**src/rtl/multdiv_pkg.sv**
```systemverilog
// -----------------------------------------------------------------------------
// multdiv_pkg
// Shared definitions for the execute-stage multiply/divide unit:
//   state_t    FSM state encoding
//   MUL_ITERS  radix-4 Booth iterations for a 32-bit multiplier
//   DIV_ITERS  restoring-divide iterations for a 32-bit dividend
//   INT_MIN    most negative 32-bit two's complement value
// -----------------------------------------------------------------------------
package multdiv_pkg;

  typedef enum logic [2:0] {
    ST_IDLE  = 3'd0,
    ST_MULT  = 3'd1,
    ST_DIV   = 3'd2,
    ST_FIXUP = 3'd3,
    ST_DONE  = 3'd4
  } state_t;

  localparam int          MUL_ITERS = 16;
  localparam int          DIV_ITERS = 32;
  localparam logic [31:0] INT_MIN   = 32'h8000_0000;

endpackage

```
**src/rtl/multdiv_unit_booth_select.sv**
```systemverilog
// -----------------------------------------------------------------------------
// booth_select
// Combinational radix-4 Booth partial-product selector.
// Ports:
//   bits   in   3        overlapping multiplier bits {b[2i+1], b[2i], b[2i-1]}
//   mcand  in   WIDTH    signed multiplicand A
//   pp     out  WIDTH+2  signed partial product: 0, +A, +2A, -A or -2A
// -----------------------------------------------------------------------------
module booth_select #(
  parameter int WIDTH = 32
) (
  input  logic [2:0]       bits,
  input  logic [WIDTH-1:0] mcand,
  output logic [WIDTH+1:0] pp
);

  logic signed [WIDTH+1:0] a_ext;
  logic signed [WIDTH+1:0] a_dbl;

  // Two guard bits so that -2*INT_MIN stays representable.
  assign a_ext = $signed({{2{mcand[WIDTH-1]}}, mcand});
  assign a_dbl = a_ext <<< 1;

  always_comb begin
    pp = '0;
    case (bits)
      3'b001, 3'b010: pp = a_ext;
      3'b011:         pp = a_dbl;
      3'b100:         pp = -a_dbl;
      3'b101, 3'b110: pp = -a_ext;
      default:        pp = '0;
    endcase
  end

endmodule

```
**src/rtl/multdiv_unit.sv**
```systemverilog
// -----------------------------------------------------------------------------
// multdiv_unit
// Multi-cycle signed 32-bit multiplier/divider running beside the ALU.
//   mul: radix-4 Booth, 16 iterations, low 32 product bits returned.
//   div: restoring divide on magnitudes (32 iterations) plus a sign fix-up.
// Ports:
//   clock         in   1      rising-edge clock
//   reset         in   1      synchronous, active-low
//   ctrl_mult     in   1      start multiply (sampled in IDLE/DONE, wins over ctrl_div)
//   ctrl_div      in   1      start divide   (sampled in IDLE/DONE)
//   operand_a     in   WIDTH  multiplicand / dividend, captured at the start edge
//   operand_b     in   WIDTH  multiplier / divisor, captured at the start edge
//   result        out  WIDTH  low product word or quotient (truncated toward zero)
//   exception     out  1      mul overflow, divide by zero, or INT_MIN / -1
//   result_ready  out  1      single-cycle pulse when result/exception become valid
//   busy          out  1      operation in flight; stalls the pipeline latches
// -----------------------------------------------------------------------------
module multdiv_unit
  import multdiv_pkg::*;
#(
  parameter int WIDTH = 32
) (
  input  logic             clock,
  input  logic             reset,
  input  logic             ctrl_mult,
  input  logic             ctrl_div,
  input  logic [WIDTH-1:0] operand_a,
  input  logic [WIDTH-1:0] operand_b,
  output logic [WIDTH-1:0] result,
  output logic             exception,
  output logic             result_ready,
  output logic             busy
);

  localparam logic [5:0] MUL_LAST = 6'(MUL_ITERS - 1);
  localparam logic [5:0] DIV_LAST = 6'(DIV_ITERS - 1);

  state_t     state;
  logic [5:0] counter;

  // Multiply datapath: acc = {hi[WIDTH+1:0], multiplier shift reg[WIDTH-1:0]}.
  logic [2*WIDTH+1:0] acc;
  logic               q_m1;
  logic [WIDTH-1:0]   mcand;

  // Divide datapath.
  logic [WIDTH:0]     rem;
  logic [WIDTH-1:0]   quo;
  logic [WIDTH-1:0]   dvs;
  logic               q_neg;
  logic               div_ovf;

  logic                      accept;
  logic [WIDTH+1:0]          pp;
  logic signed [WIDTH+1:0]   mul_hi_sum;
  logic signed [2*WIDTH+1:0] mul_next;
  logic [WIDTH:0]            div_shift;
  logic [WIDTH+1:0]          div_trial;
  logic                      div_ge;

  function automatic logic [WIDTH-1:0] abs_mag(input logic [WIDTH-1:0] v);
    return v[WIDTH-1] ? (~v + 1'b1) : v;
  endfunction

  function automatic logic [WIDTH-1:0] apply_sign(input logic [WIDTH-1:0] q, input logic neg);
    return neg ? (~q + 1'b1) : q;
  endfunction

  // The 64-bit product fits in 32 bits only if its top 33 bits are all equal.
  function automatic logic mul_overflow(input logic [2*WIDTH-1:0] p);
    return !((&p[2*WIDTH-1:WIDTH-1]) || (~|p[2*WIDTH-1:WIDTH-1]));
  endfunction

  assign accept = (state == ST_IDLE) || (state == ST_DONE);

  booth_select #(.WIDTH(WIDTH)) u_booth_select (
    .bits  ({acc[1], acc[0], q_m1}),
    .mcand (mcand),
    .pp    (pp)
  );

  assign mul_hi_sum = $signed(acc[2*WIDTH+1:WIDTH]) + $signed(pp);
  assign mul_next   = $signed({mul_hi_sum, acc[WIDTH-1:0]}) >>> 2;

  // Remainder stays below |b| <= 2^31, so shifting in one quotient bit fits in WIDTH+1.
  assign div_shift = {rem[WIDTH-1:0], quo[WIDTH-1]};
  assign div_trial = {1'b0, div_shift} - {2'b00, dvs};
  assign div_ge    = ~div_trial[WIDTH+1];

  // ---- datapath registers (no reset; qualified by FSM state) ----
  always_ff @(posedge clock) begin
    if (accept && ctrl_mult) begin
      mcand <= operand_a;
      acc   <= {{(WIDTH+2){1'b0}}, operand_b};
      q_m1  <= 1'b0;
    end else if (accept && ctrl_div) begin
      rem     <= '0;
      quo     <= abs_mag(operand_a);
      dvs     <= abs_mag(operand_b);
      q_neg   <= operand_a[WIDTH-1] ^ operand_b[WIDTH-1];
      div_ovf <= (operand_a == INT_MIN) && (operand_b == '1);
    end else if (state == ST_MULT) begin
      acc  <= mul_next;
      q_m1 <= acc[1];
    end else if (state == ST_DIV) begin
      rem <= div_ge ? div_trial[WIDTH:0] : div_shift;
      quo <= {quo[WIDTH-2:0], div_ge};
    end
  end

  // ---- control FSM and registered outputs ----
  always_ff @(posedge clock) begin
    if (!reset) begin
      state        <= ST_IDLE;
      counter      <= '0;
      result       <= '0;
      exception    <= 1'b0;
      result_ready <= 1'b0;
      busy         <= 1'b0;
    end else begin
      case (state)
        ST_IDLE, ST_DONE: begin
          result_ready <= 1'b0;
          counter      <= '0;
          if (ctrl_mult) begin
            busy  <= 1'b1;
            state <= ST_MULT;
          end else if (ctrl_div) begin
            if (operand_b == '0) begin
              result       <= '0;
              exception    <= 1'b1;
              result_ready <= 1'b1;
              state        <= ST_DONE;
            end else begin
              busy  <= 1'b1;
              state <= ST_DIV;
            end
          end else begin
            state <= ST_IDLE;
          end
        end
        ST_MULT: begin
          counter <= counter + 6'd1;
          if (counter == MUL_LAST) begin
            result       <= mul_next[WIDTH-1:0];
            exception    <= mul_overflow(mul_next[2*WIDTH-1:0]);
            result_ready <= 1'b1;
            busy         <= 1'b0;
            state        <= ST_DONE;
          end
        end
        ST_DIV: begin
          counter <= counter + 6'd1;
          if (counter == DIV_LAST) begin
            state <= ST_FIXUP;
          end
        end
        ST_FIXUP: begin
          // INT_MIN / -1 would overflow; the magnitude quotient already is 0x80000000.
          result       <= div_ovf ? INT_MIN : apply_sign(quo, q_neg);
          exception    <= div_ovf;
          result_ready <= 1'b1;
          busy         <= 1'b0;
          state        <= ST_DONE;
        end
        default: begin
          state <= ST_IDLE;
        end
      endcase
    end
  end

endmodule
```
**config.mk**
```make
export PLATFORM = sky130hd
export DESIGN_NAME = multdiv_unit
export DESIGN_NICKNAME = d
export VERILOG_FILES = /design/src/rtl/multdiv_pkg.sv /design/src/rtl/multdiv_unit_booth_select.sv /design/src/rtl/multdiv_unit.sv
export SDC_FILE = /design/constraint.sdc
export NUM_CORES = 1
export LEC_CHECK = 0
export CAP_MARGIN = 10
export CORE_MARGIN = 2
export CORE_UTILIZATION = 50
export DETAILED_ROUTE_END_ITERATION = 8
export GPL_ROUTABILITY_DRIVEN = 0
export PLACE_DENSITY = 0.79
export SETUP_SLACK_MARGIN = 0.3
export SLEW_MARGIN = 20
export SYNTH_ARGS = -nofsm -noshare
export SYNTH_HDL_FRONTEND = slang
export SYNTH_SLANG_ARGS = --single-unit
```
**constraint.sdc**
```tcl
create_clock -name clock -period 5.9 [get_ports clock]
set_input_delay 1.18 -clock clock [delete_from_list [all_inputs] [get_ports clock]]
set_output_delay 1.18 -clock clock [all_outputs]
set_load 0.02 [all_outputs]
```
# ---- Word-level counts from Yosys, hierarchy flattened
# Index checks and enable logic that the tools add are counted.
dict set report totals {
  register_bits 239
  latchBits 0
  ramBits 0
  romBits 0
  input_bits 68
  out_inout_bits 35
  word_cells 122
  mem_count 0
}
dict set report classes {
  addsub 8
  mul 0
  n_div 0
  magnitude_cmp 0
  eq_ne 23
  shift 0
  n_mux 41
  bitwise_logic 7
  reduce_logical 27
}
# operator count
set op_table {}
lappend op_table {{two-way mux 32 bit} 16}
lappend op_table {{one-hot mux 34 bit (4 select lines)} 1}
lappend op_table {{adder 32 x 1 -> 32 bit (second input constant)} 3}
lappend op_table {{inverter 32 bit} 3}
lappend op_table {{one-hot mux 32 bit (3 select lines)} 1}
lappend op_table {{== test 32 bit (second input constant)} 2}
lappend op_table {{adder 32 x 34 -> 34 bit} 1}
lappend op_table {{negator 32 -> 34 bit} 1}
lappend op_table {{negator 33 -> 34 bit} 1}
lappend op_table {{subtractor 33 x 32 -> 34 bit} 1}
lappend op_table {{AND reduction 33 bit} 1}
lappend op_table {{OR reduction 33 bit} 1}
lappend op_table {{logical NOT 32 bit} 1}
lappend op_table {{two-way mux 31 bit} 1}
lappend op_table {{two-way mux 3 bit} 5}
lappend op_table {{== test 3 x 2 -> 1 bit (second input constant)} 4}
lappend op_table {{== test 3 bit (second input constant)} 4}
lappend op_table {{two-way mux 1 bit} 12}
lappend op_table {{one-hot mux 3 bit (4 select lines)} 1}
lappend op_table {{one-hot mux 6 bit (2 select lines)} 1}
lappend op_table {{!= test 2 bit (second input constant)} 5}
lappend op_table {{AND reduction 2 bit} 5}
lappend op_table {{one-hot mux 1 bit (3 select lines)} 3}
lappend op_table {{OR reduction 2 bit} 4}
lappend op_table {{other kinds (17)} 28}

# ---- Longest topological paths before layout
# Gate-level depths: netlist of the first run.
dict set report logic_depth {
  ltp_word 10
  mapped_depth 23
  mapped_depth_nobuf 22
}

# ---- By module
# A second synthesis of the first run with hierarchy kept.
dict set report hier_totals {
  hier_cells 1806
  hier_area_um2 16619.7
}
# mod instances cells_per_inst area_each_um2
set by_module_without_submodules {}
lappend by_module_without_submodules {multdiv_unit 1 1481 14595.2}
lappend by_module_without_submodules {booth_select 1 325 2024.4}

# ---- Worst setup path after synthesis of the first run
# No wires, ideal clock.
dict set report synth_path {
  kind {register to register}
  startpoint {register mcand[2]}
  endpoint {register exception}
  t_arrival_ns 5.127
  setup_slack_ns 0.624
  path_stages_with_launch 21
  n_path_buf 0
  synth_period_minus_slack_ns 5.276
  cell_sequence {edfxtp_1 -> nor3_1 -> nand2_1 -> nor3_1 -> nand2_1 -> or3_1 -> nand2_1 -> xnor2_1 -> a221oi_1 -> a31oi_1 -> ha_1 -> a21o_1 -> o21bai_1 -> a32oi_1 -> nand2_1 -> or3_1 -> and3_1 -> or4b_1 -> or4_1 -> nor4b_2 -> a31oi_1}
}
dict set report synth_via {
  elab_chain_cells 9
  elab_cells_between_ends 11
  cone_classes {3 x add/sub; 3 x mux; 5 x reduce/logical}
}
# item line
set synth_rtl {}
lappend synth_rtl {{start: declaration} multdiv_unit.sv:44} ;# logic [WIDTH-1:0] mcand;
lappend synth_rtl {{start signal: assignment} multdiv_unit.sv:93} ;# mcand <= operand_a;
lappend synth_rtl {{negator 33 -> 34 bit or negator 32 -> 34 bit (tied branches)} {multdiv_unit_booth_select.sv:29, multdiv_unit_booth_select.sv:30}}
lappend synth_rtl {{one-hot mux 34 bit (4 select lines) (*)} multdiv_unit_booth_select.sv:26} ;# case (bits)
lappend synth_rtl {{adder 32 x 34 -> 34 bit (*)} multdiv_unit.sv:82} ;# assign mul_hi_sum = $signed(acc[2*WIDTH+1:WIDTH]) + $signed(pp);
lappend synth_rtl {{OR reduction 33 bit} multdiv_unit.sv:71} ;# return !((&p[2*WIDTH-1:WIDTH-1]) || (~|p[2*WIDTH-1:WIDTH-1]));
lappend synth_rtl {{logical NOT 1 bit} multdiv_unit.sv:71}
lappend synth_rtl {{logical OR 1 bit (*)} multdiv_unit.sv:71}
lappend synth_rtl {{logical NOT 1 bit (*)} multdiv_unit.sv:71}
lappend synth_rtl {{two-way mux 1 bit (*)} multdiv_unit.sv:144} ;# if (counter == MUL_LAST) begin
lappend synth_rtl {{one-hot mux 1 bit (3 select lines) (*)} multdiv_unit.sv:121} ;# case (state)
lappend synth_rtl {{end signal: assignment} multdiv_unit.sv:146} ;# exception <= mul_overflow(mul_next[2*WIDTH-1:0]);
lappend synth_rtl {{end signal: assignment} multdiv_unit.sv:161} ;# exception <= div_ovf;
lappend synth_rtl {{end: declaration} multdiv_unit.sv:30} ;# output logic exception,
# Mark *: on every way between the ends. The rest lies on a longest branch, timed or not. The select of a mux whose other input is x is not followed.
# A chain may end at the register's enable or synchronous reset.

# ---- Final worst setup path of the first run
dict set report layout_path {
  startpoint {register mcand[6]}
  endpoint {register exception}
}
# Same word-level chain as after synthesis.

==> key figures, run 1 <==
Outcome
  • Run status: finished clean

STA
  • Clk_skew: 0.04183 ns
  • Slew margin rel.: 0.3102
  • Max-slew violation count: 0
  • Number of setup violations in the final report: 0
  • Worst slew pin tran: 1.034 ns
  • Max Freq: 0.1847 GHz
  • Final-report hold violation count: 0
  • RSZ-0062 raised after global routing: false
  • Tmin final: 5.415 ns
  • Setup TNS: 0 ns
  • Final Cycle Share: 0.9179
  • PnR worst setup slack: 0.4845 ns

Setup path
  • Worst EP arrival: 5.81 ns
  • CP startpoint: mcand[6]$_DFFE_PP_
  • Reg-to-Reg Start: mcand[6]$_DFFE_PP_
  • Critical Path RT: 6.30 ns
  • Reg2Reg Setup Slack: 0.48 ns
  • CP startpoint kind: flip-flop
  • Reg2reg end: exception$_SDFFE_PN0P_
  • Crit end category: flip-flop
  • Crit path kind: flip-flop to flip-flop
  • CP Max Fanout: 6
  • Worst-case reg-to-reg path depth: 20

GRT
  • Vias in the first global route: 13340
  • First-pass GRT wire length: 70040 um
  • Gr ovfl total: 0
  • Total GRT Usage: 0.2533
  • Pin count of the biggest net entering global routing: 72
  • Initial antenna violation count: 0

Floorplan
  • Io pins: 103
  • Core box area: 32540 um^2
  • Die ar.: 34440 um^2
  • Die Span X: 185.6 um
  • Die height: 185.6 um
  • Starting Density: 0.5067
  • # rows: 66

Final layout
  • Layout cell share with drive strength beyond 1: 0.08625
  • Layout area overhead: 16.30%
  • Antenna cells: 0
  • Final nets: 2033

Power
  • Power per cell area: 358.9 nW/um^2
  • Static Leak: 0.007491 uW
  • Total power: 6880 uW
  • Maximum vdd drop: 231.8 uV

Clock network
  • CTS Buf Count: 27
  • CTS tree: done
  • Longest Clk Path Bufs: 3
  • CTS Sinks: 239
  • CTS H-tree depth: 1
  • Hold-fix buffers at CTS: 0
  • Worst-path clk slew: 0.06 ns
  • Root Buffer: clkbuf_16
  • Clock latency on the worst-skew pair: 0.56 ns

Logic synthesis
  • Syn Area/Cell: 9.102 um^2
  • Post-Synth XOR/XNOR Area: 0.09882
  • FF+latch count, synth: 239
  • Top-area cell type share of the netlist area: 0.2951
  • Synthesized Nets: 1952
  • Cell count after synthesis: 1811
  • Main flop type after synthesis: edfxtp_1
  • Synth Area in Compound Gates: 0.2158
  • Post-synthesis mux area share: 0.03628
  • Simple-Gate Fraction of Synth Area: 0.1684
  • Adder-cell area share of the yosys netlist: 0.05632
  • Post-synth cell types: 69
  • Synth area leaders: edfxtp_1 30%, dfxtp_1 9.4%, xnor2_1 6.2%, ha_1 5.4%, nand2_1 4.9%
  • Netlist Area Pre-Place: 16480 um^2
  • Yosys warnings: 0
  • Combinational family with the most area after synthesis: compound AO/OA/AOI/OAI gates
  • Post-synth top area cell: edfxtp_1
  • Post-synth EDFFs: 162
  • Post-synthesis sequential area ratio: 0.3886
  • Share of flip-flops with an asynchronous set or reset: 0

Route
  • DR pass1 iterations: 6
  • Initial DRC count: 1600
  • Routed wire length: 45430 um
  • DRC: 0
  • Final antenna-violating net count: 0
  • Vias: 14660
  • Routed wire length per instance: 19.29 um
  • Vias per inst: 6.225

Placed design
  • Port Buf Inserts: 102
  • Dpl ws: 0.2624 ns
  • Dpl hpwl: 33130 um

Hold path
  • Hold path depth: 2
  • Hold Path Class: flip-flop to flip-flop
  • Worst hold endpoint: busy$_SDFFE_PN0P_
  • Worst hold path startpoint: busy$_SDFFE_PN0P_

Run
  • Max Cap Viol: 0
-- worst max-delay path, stage by stage (launching register included) --
cell,delay [ns]
edfxtp_1,0.43
or4_1,0.61
nor2_4,0.19
nand3b_1,0.15
or3_1,0.37
nand2_1,0.10
xnor2_1,0.08
a221oi_1,0.30
a31oi_1,0.09
ha_2,0.34
nand3_1,0.13
nand2_1,0.06
or3_1,0.41
o21ai_4,0.27
o21bai_2,0.14
xnor2_2,0.20
nand4_1,0.14
or4b_1,0.48
or4_1,0.43
nor4b_2,0.23
a31oi_1,0.11
-- metrics by stage --
| step | hold slack (ns) | util | cells | cell area, um^2 |
|---|---|---|---|---|
| 2_1_floorplan | 0.4315 | - | 1811 | 16480 |
| 3_3_place_gp | 0.4357 | 0.5540 | 2294 | 18020 |
| 3_5_place_dp | 0.4352 | 0.5540 | 2294 | 18020 |
| 4_1_cts | 0.4440 | 0.5824 | 2344 | 18950 |
| 5_1_grt | 0.4616 | 0.5893 | 2355 | 19170 |
| 6_report | 0.4396 | 0.5893 | 2355 | 19170 |
-- repair_timing --
| item | in CTS | in global routing |
|---|---|---|
| pin swaps | 0 | 5 |
| endpoints found under the hold margin | 0 | 0 |
| setup endpoints to repair | 1 | 2 |
| resized for setup | 1 | 37 |
| buffers inserted | 0 | 11 |
-- power breakdown --
group	internal [uW]	total, uW	switching [uW]
Sequential	2090	2290	200
Combinational	1150	2850	1700
Clock	1030	1730	699
Total	4280	6880	2600
-- flip-flops by register name (all words and copies together), names as in the netlist, 3 cells and up --
signal and flops:
mcand 32, rem 32, acc 64, result 32, dvs 32, quo 32
counter 6, state 3
-- routing by layer --
metal  global-route usage  vias up  routed length [um]
met1               0.3497     6926               19360
met3              0.02798      125                3285
met4              0.09890        0                1904
met2               0.4088      711               20880
li1                     -     6897                   -
met5                    0        -                   0
-- kinds of logic after synthesis --
logic type	Yosys count
muxes	56
xor gates and xnor gates	186
AOI/OAI and AO/OA	528
adders and majority gates	73
DFF	239
and+or+nand+nor	572
buffers and inverters	157
-- layout by cell type, fill, tap and decap left out, types with 12 or more instances in the layout --
cell               n
nor4_1            17
a211oi_1          14
xor2_1            70
inv_1             60
a22oi_1           41
a21o_1            37
dfxtp_1           77
clkdlybuf4s50_1  102
or4_1             18
buf_4             45
nand3_1           33
edfxtp_1         162
xnor2_1          115
ha_1              68
nand2b_1          23
a21oi_1          102
nand2_1          213
clkbuf_16         29
mux2i_1           26
or3_1             30
mux2_2            30
o211a_1           24
nor2_1            99
nor3_1            30
nor2b_1           12
and3_1            15
nand4_1           21
and2_1            12
o21ai_0          125
o31ai_1           39
a31oi_1           14
a221oi_1          18
a22o_1            23
-- cell type report --
class,instances,area (um^2)
fill,2711,13360
sequential,239,6406
tap,442,553.0
timing repair buffer,148,1379
inverter,61,229.0
clock buffer,37,795.8
clock inverter,13,127.6
multi-input combinational,1415,9682
-- Yosys cell counts, types with 24 or more instances --
master	count
o31ai_1	41
o211a_1	24
dfxtp_1	77
nand3_1	34
xor2_1	70
inv_1	60
or3_1	31
nor3_1	33
ha_1	71
clkbuf_1	85
a21o_1	37
edfxtp_1	162
mux2_2	30
mux2i_1	26
a21oi_1	104
o21ai_0	129
nor2_1	105
xnor2_1	116
nand2_1	215
a22oi_1	41
-- worst max-delay path by stage --
| stage | depth (start not counted) | end | slack, ns |
|---|---|---|---|
| global route | 20 | exception$_SDFFE_PN0P_ | 0.28 |
| CTS | 20 | exception$_SDFFE_PN0P_ | 0.32 |
| global placement | 20 | exception$_SDFFE_PN0P_ | 0.43 |
| detailed placement | 20 | exception$_SDFFE_PN0P_ | 0.26 |
| finish | 20 | exception$_SDFFE_PN0P_ | 0.48 |
| floorplan | 20 | exception$_SDFFE_PN0P_ | 0.62 |
Power figures use the tool's default switching activity.
==> run 2: changes to the inputs <==
Settings changed: ABC_CLOCK_PERIOD_IN_PS from default to 5900.
==> results of run 2 <==
Same layout as run 1: the final DEF is identical, and so are final timing and power.
==> run 3: changes to the inputs <==
Settings changed: ABC_CLOCK_PERIOD_IN_PS 5900 to 6250, GPL_TIMING_DRIVEN from default to 0.
Clock period 5.9 ns to 6.25 ns, I/O delays scaled along.
==> run 3 against run 2 <==
Against the previous run:
- first-iteration DRC count up 11%
- sequential share of layout area down 0.27 points
- setup slack got worse by 0.059 ns
- worst hold slack gained 0.022 ns
- utilization increased by 0.48 points
- non-clock buffer count is 59 higher
- highest routed layer unchanged
==> key figures, run 3 (same netlist as run 1, synthesis figures left out) <==
Power
  • Maximum vdd drop: 217.8 uV (-6.1%)
  • Power per cell area: 337.1 nW/um^2 (-6.1%)
  • Logic pwr share: 0.418 (+0.003)
  • Static Leak: 0.007488 uW (about the same)
  • Switching pwr: 2507 uW (-3.5%)
  • Pint: 4009 uW (-6.4%)
  • Flop pwr share: 0.330 (-0.003)
  • Clock share of power: 0.251 (about the same)
  • Switching share of power: 0.3848 (+0.007005)

Final layout
  • # fillers: 2736 (+0.92%)
  • Max FFs per register: 64 (unchanged)
  • Final Core Density: 0.5940 (+0.004769)
  • Final nets: 2092 (+2.9%)
  • Commonest non-fill, non-tap cell in the layout: nand2_1
  • Most frequent cells in the layout: 215 x nand2_1, 162 x edfxtp_1, 126 x o21ai_0
  • Most flops, register: acc
  • Layout cell share with drive strength beyond 1: 0.07049 (-0.01577)
  • Area taken by flip-flops and latches: 6406 um^2 (unchanged)
  • Layout area overhead: 17.24%
  • Antenna cells: 0 (unchanged)
  • Area taken by multi-input logic gates: 9673 um^2 (about the same)

Hold path
  • Hold path depth: 2 (unchanged)
  • Hold Path Class: flip-flop to flip-flop
  • Worst hold path startpoint: acc[57]$_SDFFE_PP0P_

Route
  • DRC: 0 (unchanged)
  • Routed wire length per instance: 19.81 um (+2.7%)
  • Vias: 15180 (+3.5%)
  • DR pass1 iterations: 6 (unchanged)
  • Initial DRC count: 1768 (+11%)
  • Routed wire length: 47830 um (+5.3%)
  • Vias per inst: 6.287 (+1.0%)
  • Final antenna-violating net count: 0 (unchanged)

STA
  • Max Freq: 0.1717 GHz (-7.0%)
  • RSZ-0062 raised after global routing: false
  • Clk_skew: 0.02202 ns (-0.01981 ns)
  • Number of setup violations in the final report: 0 (unchanged)
  • Hold slack: 0.4614 ns (+0.02190 ns)
  • Max-slew violation count: 0 (unchanged)
  • Final-report hold violation count: 0 (unchanged)
  • Worst slew pin tran: 0.8121 ns (-0.2214 ns)
  • Tmin final: 5.825 ns (+0.4094 ns)
  • Final Cycle Share: 0.9320 (+0.01411)
  • Slew margin rel.: 0.4586 (+0.1484)

Clock network
  • CTS Buf Count: 27 (unchanged)
  • Longest Clk Path Bufs: 3 (unchanged)
  • Root Buffer: clkbuf_16
  • CTS Sinks: 239 (unchanged)
  • CTS tree: done
  • Worst-path clk slew: 0.06 ns (about the same)
  • Clock latency on the worst-skew pair: 0.57 ns (about the same)
  • CTS H-tree depth: 1 (unchanged)

Run
  • Max Cap Viol: 0 (unchanged)

Floorplan
  • Core box area: 32540 um^2 (unchanged)
  • Die ar.: 34440 um^2 (unchanged)
  • Die Span X: 185.6 um (unchanged)
  • Die height: 185.6 um (unchanged)
  • # rows: 66 (unchanged)
  • Starting Density: 0.5067 (unchanged)
  • Io pins: 103 (unchanged)

Setup path
  • CP Max Fanout: 10 (+4)
  • Crit end category: flip-flop
  • Reg-to-Reg Start: mcand[3]$_DFFE_PP_
  • Reg2Reg Setup Slack: 0.43 ns (-0.06 ns)
  • Worst EP arrival: 6.30 ns (+0.49 ns)
  • Crit path kind: flip-flop to flip-flop
  • CP startpoint: mcand[3]$_DFFE_PP_
  • CP startpoint kind: flip-flop
  • Critical Path RT: 6.73 ns (+0.43 ns)
  • Worst-case reg-to-reg path depth: 22 (+10%)

GRT
  • First-pass GRT wire length: 74810 um (+6.8%)
  • Total GRT Usage: 0.2726 (+0.01924)
  • Pin count of the biggest net entering global routing: 36 (-50%)
  • Gr ovfl total: 0 (unchanged)
  • Initial antenna violation count: 0 (unchanged)
  • Vias in the first global route: 14120 (+5.9%)

Outcome
  • Run status: finished clean

Placed design
  • Port Buf Inserts: 99 (-2.9%)
  • Dpl hpwl: 36020 um (+8.7%)
-- run 3: changes by cell type in the layout (fill, tap and decap cells not counted), sizes merged --
cell / before / now
clkbuf: 37 / 119
buf: 46 / 23
clkdlybuf4s50: 102 / 99
clkinv: 8 / 11
inv: 63 / 61
bufinv: 2 / 3
clkinvlp: 1 / 2
-- run 3: power groups by stage --
stage          Combinational [uW]  Clock [uW]  Sequential [uW]
6_report                     2730        1640             2150
5_1_grt                      2970        1710             2170
4_1_cts                      2590        1650             2140
3_5_place_dp                 2550           0             2170
3_3_place_gp                 2460           0             2170
2_1_floorplan                1910           0             2120
-- run 3: through the flow --
step / setup slack [ns] / area [um^2] / total power [uW] / std cells / setup TNS [ns]
floorplan: 0.9740 / 16480 / 4038 / 1811 / 0
global placement: -1.067 / 18030 / 4630 / 2352 / -68.37
global route: 0.2541 / 19330 / 6845 / 2414 / 0
CTS: 0.3519 / 19120 / 6386 / 2406 / 0
detailed placement: -0.3172 / 18160 / 4719 / 2356 / -0.3980
finish: 0.4251 / 19330 / 6516 / 2414 / 0
-- run 3: timing repair --
action	in CTS	in global routing
gates cloned	0	0
gates resized for setup	12	45
buffers inserted	0	8
hold buffers	0	0
pin swaps	0	5
endpoints found under the setup margin	2	2
-- run 3: worst paths after layout --
kind | to
worst max-delay path | exception$_SDFFE_PN0P_
worst min-delay path | acc[57]$_SDFFE_PP0P_
worst max register to register | exception$_SDFFE_PN0P_
worst min register to register | acc[57]$_SDFFE_PP0P_
-- run 3: per-layer routing --
layer | wire [um] | part of all wire | GRT usage | vias up
li1 | - | - | - | 7021
met1 | 19700 | 0.41 | 0.3595 | 7245
met2 | 22050 | 0.46 | 0.4493 | 760
met3 | 3916 | 0.082 | 0.04031 | 150
met4 | 2164 | 0.045 | 0.1124 | 0
met5 | 0 | 0 | 0 | -
-- run 3: critical path, stage by stage (launching register included) --
cell and delay [ns]:
edfxtp_1 0.36, clkbuf_1 0.23, or4_4 0.57, nor2_4 0.20, nand3b_1 0.15, nand2_1 0.11
xnor2_1 0.09, a221oi_1 0.38, a31oi_2 0.13, ha_1 0.36, buf_1 0.25, a21oi_1 0.19
o21ai_0 0.12, or3_1 0.37, o21ai_4 0.27, buf_12 0.14, o21a_1 0.17, a21oi_1 0.14
a221o_1 0.37, and4_1 0.20, a2111oi_1 0.65, o41ai_1 0.14, a31oi_1 0.15
-- run 3: cell type report --
| cell class | instances | area share |
|---|---|---|
| repair buffers | 111 | 0.06072 |
| flip-flops and latches | 239 | 0.3315 |
| multi-input cells | 1415 | 0.5005 |
| clock buffers | 34 | 0.03735 |
| plain buffers | 96 | 0.01929 |
| clock inverters | 16 | 0.01023 |
| inverters | 61 | 0.01185 |
| well taps | 442 | 0.02861 |
